[src/rtl/rv32_pkg.sv]
// Shared RV32I load/store definitions: funct3 width codes, LSU state encoding and the access legality check.
package rv32_pkg;

    localparam int unsigned XLEN = 32;

    localparam logic [2:0] F3_B  = 3'b000;
    localparam logic [2:0] F3_H  = 3'b001;
    localparam logic [2:0] F3_W  = 3'b010;
    localparam logic [2:0] F3_BU = 3'b100;
    localparam logic [2:0] F3_HU = 3'b101;

    localparam logic [1:0] S_IDLE    = 2'd0;
    localparam logic [1:0] S_REQ     = 2'd1;
    localparam logic [1:0] S_WAIT_RD = 2'd2;
    localparam logic [1:0] S_DONE    = 2'd3;

    // Legal width code for the direction, and naturally aligned for that width
    function automatic logic access_ok(input logic we, input logic [2:0] f3, input logic [1:0] off);
        logic ok;
        ok = 1'b0;
        case (f3)
            F3_B:    ok = 1'b1;
            F3_H:    ok = ~off[0];
            F3_W:    ok = (off == 2'b00);
            F3_BU:   ok = ~we;
            F3_HU:   ok = ~we & ~off[0];
            default: ok = 1'b0;
        endcase
        return ok;
    endfunction

endpackage

[src/rtl/lsu_align.sv]
// Byte-lane steering: store strobes and data replication, load lane extraction with sign/zero extension.
module lsu_align
    import rv32_pkg::*;
(
    input  logic [2:0]      st_funct3,
    input  logic [1:0]      st_offset,
    input  logic [XLEN-1:0] st_data,
    input  logic [2:0]      ld_funct3,
    input  logic [1:0]      ld_offset,
    input  logic [XLEN-1:0] ld_word,
    output logic [3:0]      wstrb,
    output logic [XLEN-1:0] wdata_rep,
    output logic [XLEN-1:0] load_data
);

    logic [15:0] lane;

    always_comb begin
        wstrb     = 4'b0000;
        wdata_rep = '0;
        case (st_funct3)
            F3_B: begin
                wstrb     = 4'b0001 << st_offset;
                wdata_rep = {4{st_data[7:0]}};
            end
            F3_H: begin
                wstrb     = 4'b0011 << st_offset;
                wdata_rep = {2{st_data[15:0]}};
            end
            F3_W: begin
                wstrb     = 4'b1111;
                wdata_rep = st_data;
            end
            default: ;
        endcase
    end

    // Only the low halfword of the shifted word is ever needed for sub-word loads
    always_comb begin
        lane      = 16'(ld_word >> {ld_offset, 3'b000});
        load_data = '0;
        case (ld_funct3)
            F3_B:    load_data = {{24{lane[7]}}, lane[7:0]};
            F3_H:    load_data = {{16{lane[15]}}, lane};
            F3_W:    load_data = ld_word;
            F3_BU:   load_data = {24'd0, lane[7:0]};
            F3_HU:   load_data = {16'd0, lane};
            default: load_data = '0;
        endcase
    end

endmodule

[src/rtl/load_store_unit.sv]
// RV32I load/store unit: one outstanding bus access per instruction with alignment checks and a bus timeout.
module load_store_unit
    import rv32_pkg::*;
#(
    parameter int unsigned TIMEOUT_CYCLES = 255
) (
    input  logic        clk,
    input  logic        rstn,
    input  logic        req_valid,
    input  logic        req_we,
    input  logic [2:0]  req_funct3,
    input  logic [31:0] addr,
    input  logic [31:0] wdata,
    output logic        stall,
    output logic        done,
    output logic        err,
    output logic [31:0] rdata,
    output logic        bus_valid,
    input  logic        bus_ready,
    output logic        bus_we,
    output logic [31:0] bus_addr,
    output logic [3:0]  bus_wstrb,
    output logic [31:0] bus_wdata,
    input  logic        bus_rvalid,
    input  logic [31:0] bus_rdata
);

    localparam int unsigned CW = $clog2(TIMEOUT_CYCLES + 1);

    logic [1:0]      state, state_nxt;
    logic [CW-1:0]   cnt, cnt_nxt;
    logic [2:0]      f3_q;
    logic [1:0]      off_q;
    logic            err_nxt;
    logic [31:0]     rdata_nxt;
    logic            latch;
    logic            tmo;
    logic [3:0]      st_strb;
    logic [31:0]     st_rep;
    logic [31:0]     ld_fmt;

    lsu_align u_align (
        .st_funct3 (req_funct3),
        .st_offset (addr[1:0]),
        .st_data   (wdata),
        .ld_funct3 (f3_q),
        .ld_offset (off_q),
        .ld_word   (bus_rdata),
        .wstrb     (st_strb),
        .wdata_rep (st_rep),
        .load_data (ld_fmt)
    );

    assign stall = req_valid & ~done;
    assign tmo   = (cnt == CW'(TIMEOUT_CYCLES - 1));

    // Next-state, counter and result selection
    always_comb begin
        state_nxt = state;
        cnt_nxt   = cnt;
        err_nxt   = 1'b0;
        rdata_nxt = rdata;
        latch     = 1'b0;
        case (state)
            S_IDLE: begin
                if (req_valid) begin
                    latch = 1'b1;
                    if (access_ok(req_we, req_funct3, addr[1:0])) begin
                        state_nxt = S_REQ;
                        cnt_nxt   = '0;
                    end else begin
                        state_nxt = S_DONE;
                        err_nxt   = 1'b1;
                        rdata_nxt = '0;
                    end
                end
            end
            S_REQ: begin
                cnt_nxt = cnt + CW'(1);
                if (bus_ready) begin
                    if (bus_we) begin
                        state_nxt = S_DONE;
                        rdata_nxt = '0;
                    end else begin
                        state_nxt = S_WAIT_RD;
                    end
                end else if (tmo) begin
                    state_nxt = S_DONE;
                    err_nxt   = 1'b1;
                    rdata_nxt = '0;
                end
            end
            S_WAIT_RD: begin
                cnt_nxt = cnt + CW'(1);
                if (bus_rvalid) begin
                    state_nxt = S_DONE;
                    rdata_nxt = ld_fmt;
                end else if (tmo) begin
                    state_nxt = S_DONE;
                    err_nxt   = 1'b1;
                    rdata_nxt = '0;
                end
            end
            default: state_nxt = S_IDLE;
        endcase
    end

    // State, counter, latched request fields and registered outputs
    always_ff @(posedge clk) begin
        if (!rstn) begin
            state     <= S_IDLE;
            cnt       <= '0;
            f3_q      <= '0;
            off_q     <= '0;
            done      <= 1'b0;
            err       <= 1'b0;
            rdata     <= '0;
            bus_valid <= 1'b0;
            bus_we    <= 1'b0;
            bus_addr  <= '0;
            bus_wstrb <= '0;
            bus_wdata <= '0;
        end else begin
            state     <= state_nxt;
            cnt       <= cnt_nxt;
            done      <= (state_nxt == S_DONE);
            err       <= err_nxt;
            rdata     <= rdata_nxt;
            bus_valid <= (state_nxt == S_REQ);
            if (latch) begin
                f3_q      <= req_funct3;
                off_q     <= addr[1:0];
                bus_we    <= req_we;
                bus_addr  <= {addr[31:2], 2'b00};
                bus_wstrb <= req_we ? st_strb : 4'b0000;
                bus_wdata <= req_we ? st_rep : 32'd0;
            end
        end
    end

endmodule

[config.mk]
export PLATFORM = sky130hd
export DESIGN_NAME = load_store_unit
export DESIGN_NICKNAME = d
export VERILOG_FILES = /design/src/rtl/rv32_pkg.sv /design/src/rtl/lsu_align.sv /design/src/rtl/load_store_unit.sv
export SDC_FILE = /design/constraint.sdc
export NUM_CORES = 1
export LEC_CHECK = 0
export ABC_AREA = 1
export CORE_UTILIZATION = 45
export DETAILED_ROUTE_END_ITERATION = 7
export PLACE_DENSITY = 0.81
export SKIP_LAST_GASP = 1
export SLEW_MARGIN = 20
export SYNTH_ARGS = -nofsm -noshare
export SYNTH_HDL_FRONTEND = slang
export SYNTH_SLANG_ARGS = --single-unit
[constraint.sdc]
create_clock -name clk -period 2.1 [get_ports clk]
set_clock_uncertainty 0.05 [all_clocks]
set_input_delay 0.315 -clock clk [delete_from_list [all_inputs] [get_ports clk]]
set_output_delay 0.315 -clock clk [all_outputs]
set_load 0.01 [all_outputs]
==> summary.txt, run 1 <==
via count: 6422
Routed WL per cell: 14.1 µm
core area: 12600 µm²
GR peak layer: met2
H-tree Lvls: 4
Synth Register Bits: 117
CTS tree: done
number of max-cap violations: 0
minimum clock period: 2010 ps
Syn Inst Count: 882
fin util: 69.3%
Slowest-stage cell, CP: clkdlybuf4s50_1
Synth Area in Adders: 1.73%
reg-to-reg startpoint: state[0]
width of the die: 115 µm
Root Driver: clkbuf_16
routability cong.: 0.922
max incr delay on CP: 570 ps
post-synthesis compound-gate area fraction: 14.5%
most common cell after layout, fill and taps aside: nand2_1
global route overflow: 0
met1 usage: 32.1%
Synth cell types: 30
I/O Buffers: 207
# setup viols final: 0
Finished Layout Cells: 1271
initial antenna violation count: 0
unrepaired setup endpoints after global routing: false
setup TNS: 0 ps
mean area per synthesized cell: 6.56 µm²
post-synthesis mux area share: 0%
worst hold path endpoint: rdata[24]
Hold Crit Start: rdata[24]
XOR/XNOR share of the synthesized area: 0.605%
Worst Setup End Kind: output pin
first-pass GRT wire length: 28300 µm
reg-to-reg setup timing slack: 180 ps
Area Growth Syn to Fin: 50.6%
die area: 13300 µm²
num ports: 210
Final Hold Viols: 0
Hold Crit Depth: 2
M2 GR Usage: 45.1%
fin nets: 1199
CP max FO: 3
placed insts: 1239
status: completed
Cell Area, Synth: 5790 µm²
part of the Yosys area used for sequential elements: 40.5%
vias per inst: 5.05
Chip Height: 115 µm
largest net degree at the start of global routing: 76
post-route ant nets: 0
Worst R2R End: rdata[13]
Post-Synth Simple-Gate Area: 32.6%
clock latency on the worst-skew pair: 420 ps
TritonCTS buffer count: 17
Startpoint Class: input pin
commonest cells after routing, fill and taps aside: 262 x nand2_1, 207 x clkdlybuf4s50_1, 117 x dfxtp_1, 103 x nor2_1, 76 x inv_1
fmax: 498 MHz
initial core utilization: 46.0%
DRC violations left: 0
DRT iter0 DRCs: 595
clock-pin slew on the worst setup and hold paths: 50 ps
most frequent CP cell: clkdlybuf4s50_1
crit path kind: in -> out
clock buffer depth: 2
crit-path cells: clkdlybuf4s50_1, inv_1, nor2_1, clkdlybuf4s50_1
worst hold path type: reg -> reg
critical path required time: 1740 ps
post-DP HPWL: 12900 µm
vias in the first global route: 5863
std cell rows: 41
1st-pass router iterations: 6
drt total wl: 17900 µm
Power per Cell Area: 1090 nW/µm²
Pleak: 0.00364 µW
layout cells sized above 1: 7.19%
Slew Limit Fails: 0
warnings from Yosys: 0
met3 usage: 10.7%
Total Routing Usage GR: 27.7%
main combinational cell family by area after synthesis: simple AND/OR/NAND/NOR gates
postcts setup bufs: 0
R2R depth: 10
WP data arrival: 1640 ps
Antenna Diode Count: 0
period utilization: 95.6%
worst vdd ir: 0.887 mV
clk sinks: 117
## critical path: cells and delay by family
| family | cells | cell delay, ps |
|---|---|---|
| buffers and inverters | 3 | 1210 |
| AND/OR/NAND/NOR | 1 | 110 |
## flip-flops by register name, summed over array words and instances (netlist names)
register and cells:
bus_addr 30, bus_valid 1, bus_wdata 32, bus_we 1, bus_wstrb 4, cnt 8, done 1, err 1
f3_q 3, off_q 2, rdata 32, state 2
## metrics by stage
| stage | power (µW) | cell area (µm²) | hold WS, ps | setup slack [ps] |
|---|---|---|---|---|
| after global routing | 10100 | 8710 | 424 | 27.8 |
| after floorplan | 5010 | 5790 | 403 | 414 |
| final | 9490 | 8710 | 412 | 93.2 |
| after global placement | 6290 | 8060 | 402 | 77.2 |
| after CTS | 9530 | 8710 | 413 | 80.4 |
| after detailed placement | 6340 | 8060 | 405 | 36.9 |
## final cells by class
class,count,area [µm²]
Clock buffer,21,480
Sequential cell,117,2340
Fill cell,1074,3850
Inverter,85,322
Timing Repair Buffer,231,2310
Tap cell,172,215
Multi-Input combinational cell,634,2870
Clock inverter,11,173
## synthesized netlist by cell type
| library cell | count | area (µm²) |
|---|---|---|
| a21boi_0 | 2 | 15.0 |
| a21oi_1 | 71 | 355 |
| a21oi_2 | 2 | 17.5 |
| a31oi_1 | 3 | 18.8 |
| buf_1 | 4 | 15.0 |
| buf_2 | 11 | 55.1 |
| buf_4 | 3 | 22.5 |
| buf_6 | 8 | 90.1 |
| clkbuf_1 | 21 | 78.8 |
| clkinv_1 | 3 | 11.3 |
| clkinv_2 | 1 | 5.00 |
| conb_1 | 1 | 3.75 |
| dfxtp_1 | 117 | 2340 |
| ha_1 | 8 | 100 |
| inv_1 | 78 | 293 |
| inv_2 | 3 | 11.3 |
| nand2_1 | 262 | 983 |
| nand2_2 | 7 | 43.8 |
| nand3_1 | 72 | 360 |
| nand3_2 | 3 | 30.0 |
| nand4_1 | 3 | 18.8 |
| nand4_4 | 1 | 21.3 |
| nor2_1 | 103 | 387 |
| nor2_2 | 2 | 12.5 |
| nor2_4 | 2 | 22.5 |
| nor3_1 | 1 | 5.00 |
| o211ai_1 | 1 | 7.51 |
| o21ai_0 | 71 | 355 |
| o21ai_1 | 14 | 70.1 |
| xor2_1 | 4 | 35.0 |
## worst max-delay path by stage
stage,from,to,slack (ps),depth (start not counted)
after CTS,state[0],bus_wdata[8],80,10
after floorplan,state[0],bus_wdata[31],410,11
after global routing,state[0],bus_wdata[8],30,10
after global placement,req_valid,bus_wdata[9],80,9
final,req_valid,stall,90,4
after detailed placement,req_valid,bus_wdata[8],40,9
## cell families (layout without fill, tap and decap cells)
group,count (synthesis),count (layout)
AO/OA/AOI/OAI,164,164
flip-flops,117,117
other,1,2
XOR/XNOR,4,4
adder cells (fa/ha/maj),8,8
buffers and inverters,132,348
AND/OR/NAND/NOR,456,456
## power by group
part	switching, µW	internal, µW	leakage [µW]
Combinational	2110	1460	0.00238
Sequential	198	2550	0.000952
Clock	1060	2110	0.000308
## repair_timing
action / CTS / global route
hold endpoints to repair: 0 / 0
resized for setup: 0 / 2
setup endpoints to repair: 0 / 25
hold buffers: 0 / 0
## routing by layer
layer	part of all wire [%]	routed length, µm
met1	41	7270
met2	46	8320
met3	10	1810
met4	3.1	549
met5	0	0
Power figures use the tool's default switching activity.
==> run 2, diff against run 1 <==
--- a/config.mk
+++ b/config.mk
@@ -6,9 +6,10 @@
 export NUM_CORES = 1
 export LEC_CHECK = 0
 export ABC_AREA = 1
-export CORE_UTILIZATION = 45
+export CORE_UTILIZATION = 55
 export DETAILED_ROUTE_END_ITERATION = 7
-export PLACE_DENSITY = 0.81
+export DONT_BUFFER_PORTS = 1
+export PLACE_DENSITY = 0.7
 export SKIP_LAST_GASP = 1
 export SLEW_MARGIN = 20
 export SYNTH_ARGS = -nofsm -noshare
==> summary.txt, run 2 (synthesized netlist as in run 1, its figures left out) <==
crit path kind: reg -> reg
postcts setup bufs: 0 (unchanged)
Net Sw Frac: 39.4% (+3.9 points)
drt total wl: 16800 µm (-6.2%)
reg-to-reg setup timing slack: 100 ps (-80 ps)
unrepaired setup endpoints after global routing: true
Chip Height: 105 µm (-9.4%)
worst hold path type: in -> reg
width of the die: 105 µm (-9.4%)
initial core utilization: 56.3% (+10 points)
Placed Area: 5860 µm² (-27%)
Power Total: 8150 µW (-14%)
Root Driver: clkbuf_8
std cell rows: 37 (-9.8%)
worst hold path endpoint: rdata[26]
vias in the first global route: 5577 (-4.9%)
Final Cell Area: 6910 µm² (-21%)
worst vdd ir: 0.754 mV (-15%)
die area: 10900 µm² (-18%)
Antenna Diode Count: 0 (unchanged)
core area: 10300 µm² (-18%)
Startpoint Class: register
1st-pass router iterations: 6 (unchanged)
top flop regs: bus_wdata (32), rdata (32), bus_addr (30)
Sw Pwr: 3210 µW (-4.7%)
Worst R2R End: cnt[4]
routability cong.: 0.871 (-5.5%)
commonest cells after routing, fill and taps aside: 262 x nand2_1, 117 x dfxtp_1, 103 x nor2_1, 77 x inv_1, 72 x nand3_1
initial antenna violation count: 0 (unchanged)
vias per inst: 5.44 (+7.7%)
status: completed
minimum clock period: 2000 ps (-9.93 ps)
CTS tree: done
post-DP HPWL: 11600 µm (-10%)
Comb pwr share: 34.1% (-3.5 points)
DRT iter0 DRCs: 364 (-39%)
max_slew headroom: 55.3%
period utilization: 95.1% (-0.47 points)
Hold WS: 19.2 ps (-393 ps)
fmax: 501 MHz (+0.50%)
I/O Buffers: 0 (-100%)
reg-to-reg startpoint: state[0]
clock latency on the worst-skew pair: 510 ps (+90 ps)
Area Growth Syn to Fin: 19.3%
global route overflow: 0 (unchanged)
placed insts: 988 (-20%)
Power per Cell Area: 1180 nW/µm² (+8.3%)
Hold Crit Depth: 4 (+2)
Pleak: 0.00299 µW (-18%)
num ports: 210 (unchanged)
Final Hold Viols: 0 (unchanged)
fin nets: 1037 (-14%)
# setup viols final: 0 (unchanged)
Worst Setup End Kind: register
Finished Layout Cells: 1071 (-16%)
clk sinks: 117 (unchanged)
Hold Crit Start: bus_rdata[26]
clock power share: 29.9% (-3.5 points)
setup ws final: 103 ps (+9.93 ps)
Slew Limit Fails: 0 (unchanged)
clock buffer depth: 2 (unchanged)
layout cells sized above 1: 7.27% (+0.084 points)
DRC violations left: 0 (unchanged)
critical path required time: 2490 ps (+750 ps)
Routed WL per cell: 15.7 µm (+11%)
Total Routing Usage GR: 31.4% (+3.7 points)
largest net degree at the start of global routing: 76 (unchanged)
number of max-cap violations: 0 (unchanged)
WP data arrival: 2390 ps (+750 ps)
pre-CTS setup slack: -61.4 ps (-98.3 ps)
post-route ant nets: 0 (unchanged)
Worst Max-Slew Pin Slew: 671 ps
TritonCTS buffer count: 17 (unchanged)
clock-pin slew on the worst setup and hold paths: 60 ps (about the same)
internal power: 4940 µW (-19%)
CP max FO: 24 (+21)
most common cell after layout, fill and taps aside: nand2_1
first-pass GRT wire length: 27500 µm (-3.1%)
H-tree Lvls: 4 (unchanged)
R2R depth: 11 (+1)
sequential share of power: 36.1% (+7.1 points)
via count: 5826 (-9.3%)
[run 2: cell count changes in the layout (fill, tap and decap cells not counted), moves of 2 or more]
cell,delta
o21ai_1,+2
clkbuf_1,+2
bufinv_16,-4
clkinv_2,+5
dlygate4sd3_1,+52
o21ai_0,-2
clkdlybuf4s50_1,-207
buf_4,-7
clkbuf_8,-2
[run 2: how the worst max path moves through the flow]
stage | from | to | slack (ps) | cells past startpoint
after floorplan | state[0] | bus_wdata[31] | 410 | 11
after CTS | state[0] | cnt[4] | 30 | 11
after global routing | state[0] | cnt[4] | -40 | 11
after global placement | state[0] | cnt[4] | 160 | 11
after detailed placement | state[0] | cnt[4] | -60 | 11
final | state[0] | cnt[4] | 100 | 11
[run 2: worst max-delay path: stages, from the launching register on]
cell,delay (ps)
dfxtp_1,340
inv_1,150
ha_2,270
nand2_2,90
inv_2,100
buf_8,190
nand2_1,100
nand2_2,140
nand2_1,130
o21ai_1,170
nand2_1,90
nor2_1,100
[run 2: power groups by stage]
stage | Sequential [µW] | Combinational [µW] | Clock (µW)
after floorplan | 2890 | 2130 | 0
after detailed placement | 2980 | 2600 | 0
after global routing | 2980 | 3130 | 2550
after global placement | 2980 | 2550 | 0
after CTS | 2940 | 2730 | 2460
final | 2940 | 2780 | 2430
[run 2: area by class of cell]
| cell class | instances | area (µm²) |
|---|---|---|
| Clock inverter | 10 | 61.3 |
| Inverter | 85 | 322 |
| Multi-Input combinational cell | 634 | 2870 |
| Fill cell | 946 | 3370 |
| Clock buffer | 20 | 435 |
| Timing Repair Buffer | 69 | 706 |
| Tap cell | 136 | 170 |
| Sequential cell | 117 | 2340 |
[run 2: per-layer routing]
metal  vias to the layer above  wire [µm]  track usage (%)
met1                      2666       6780             38.1
met3                        26       1710             11.8
li1                       2879          -                -
met4                         0        278             10.4
met5                         -          0                0
met2                       255       8060             51.1
[run 2: timing repair]
| item | 4_1_cts | 5_1_grt |
|---|---|---|
| gates resized for setup | 2 | 4 |
| endpoints found under the setup margin | 1 | 7 |
| hold endpoints to repair | 59 | 0 |
| hold buffers | 53 | 0 |
[run 2: through the flow]
step,setup TNS (ps),utilization (%)
2_1_floorplan,0,-
3_3_place_gp,0,57.0
3_5_place_dp,-61.4,57.0
4_1_cts,0,67.1
5_1_grt,-41.1,67.2
6_report,0,67.2
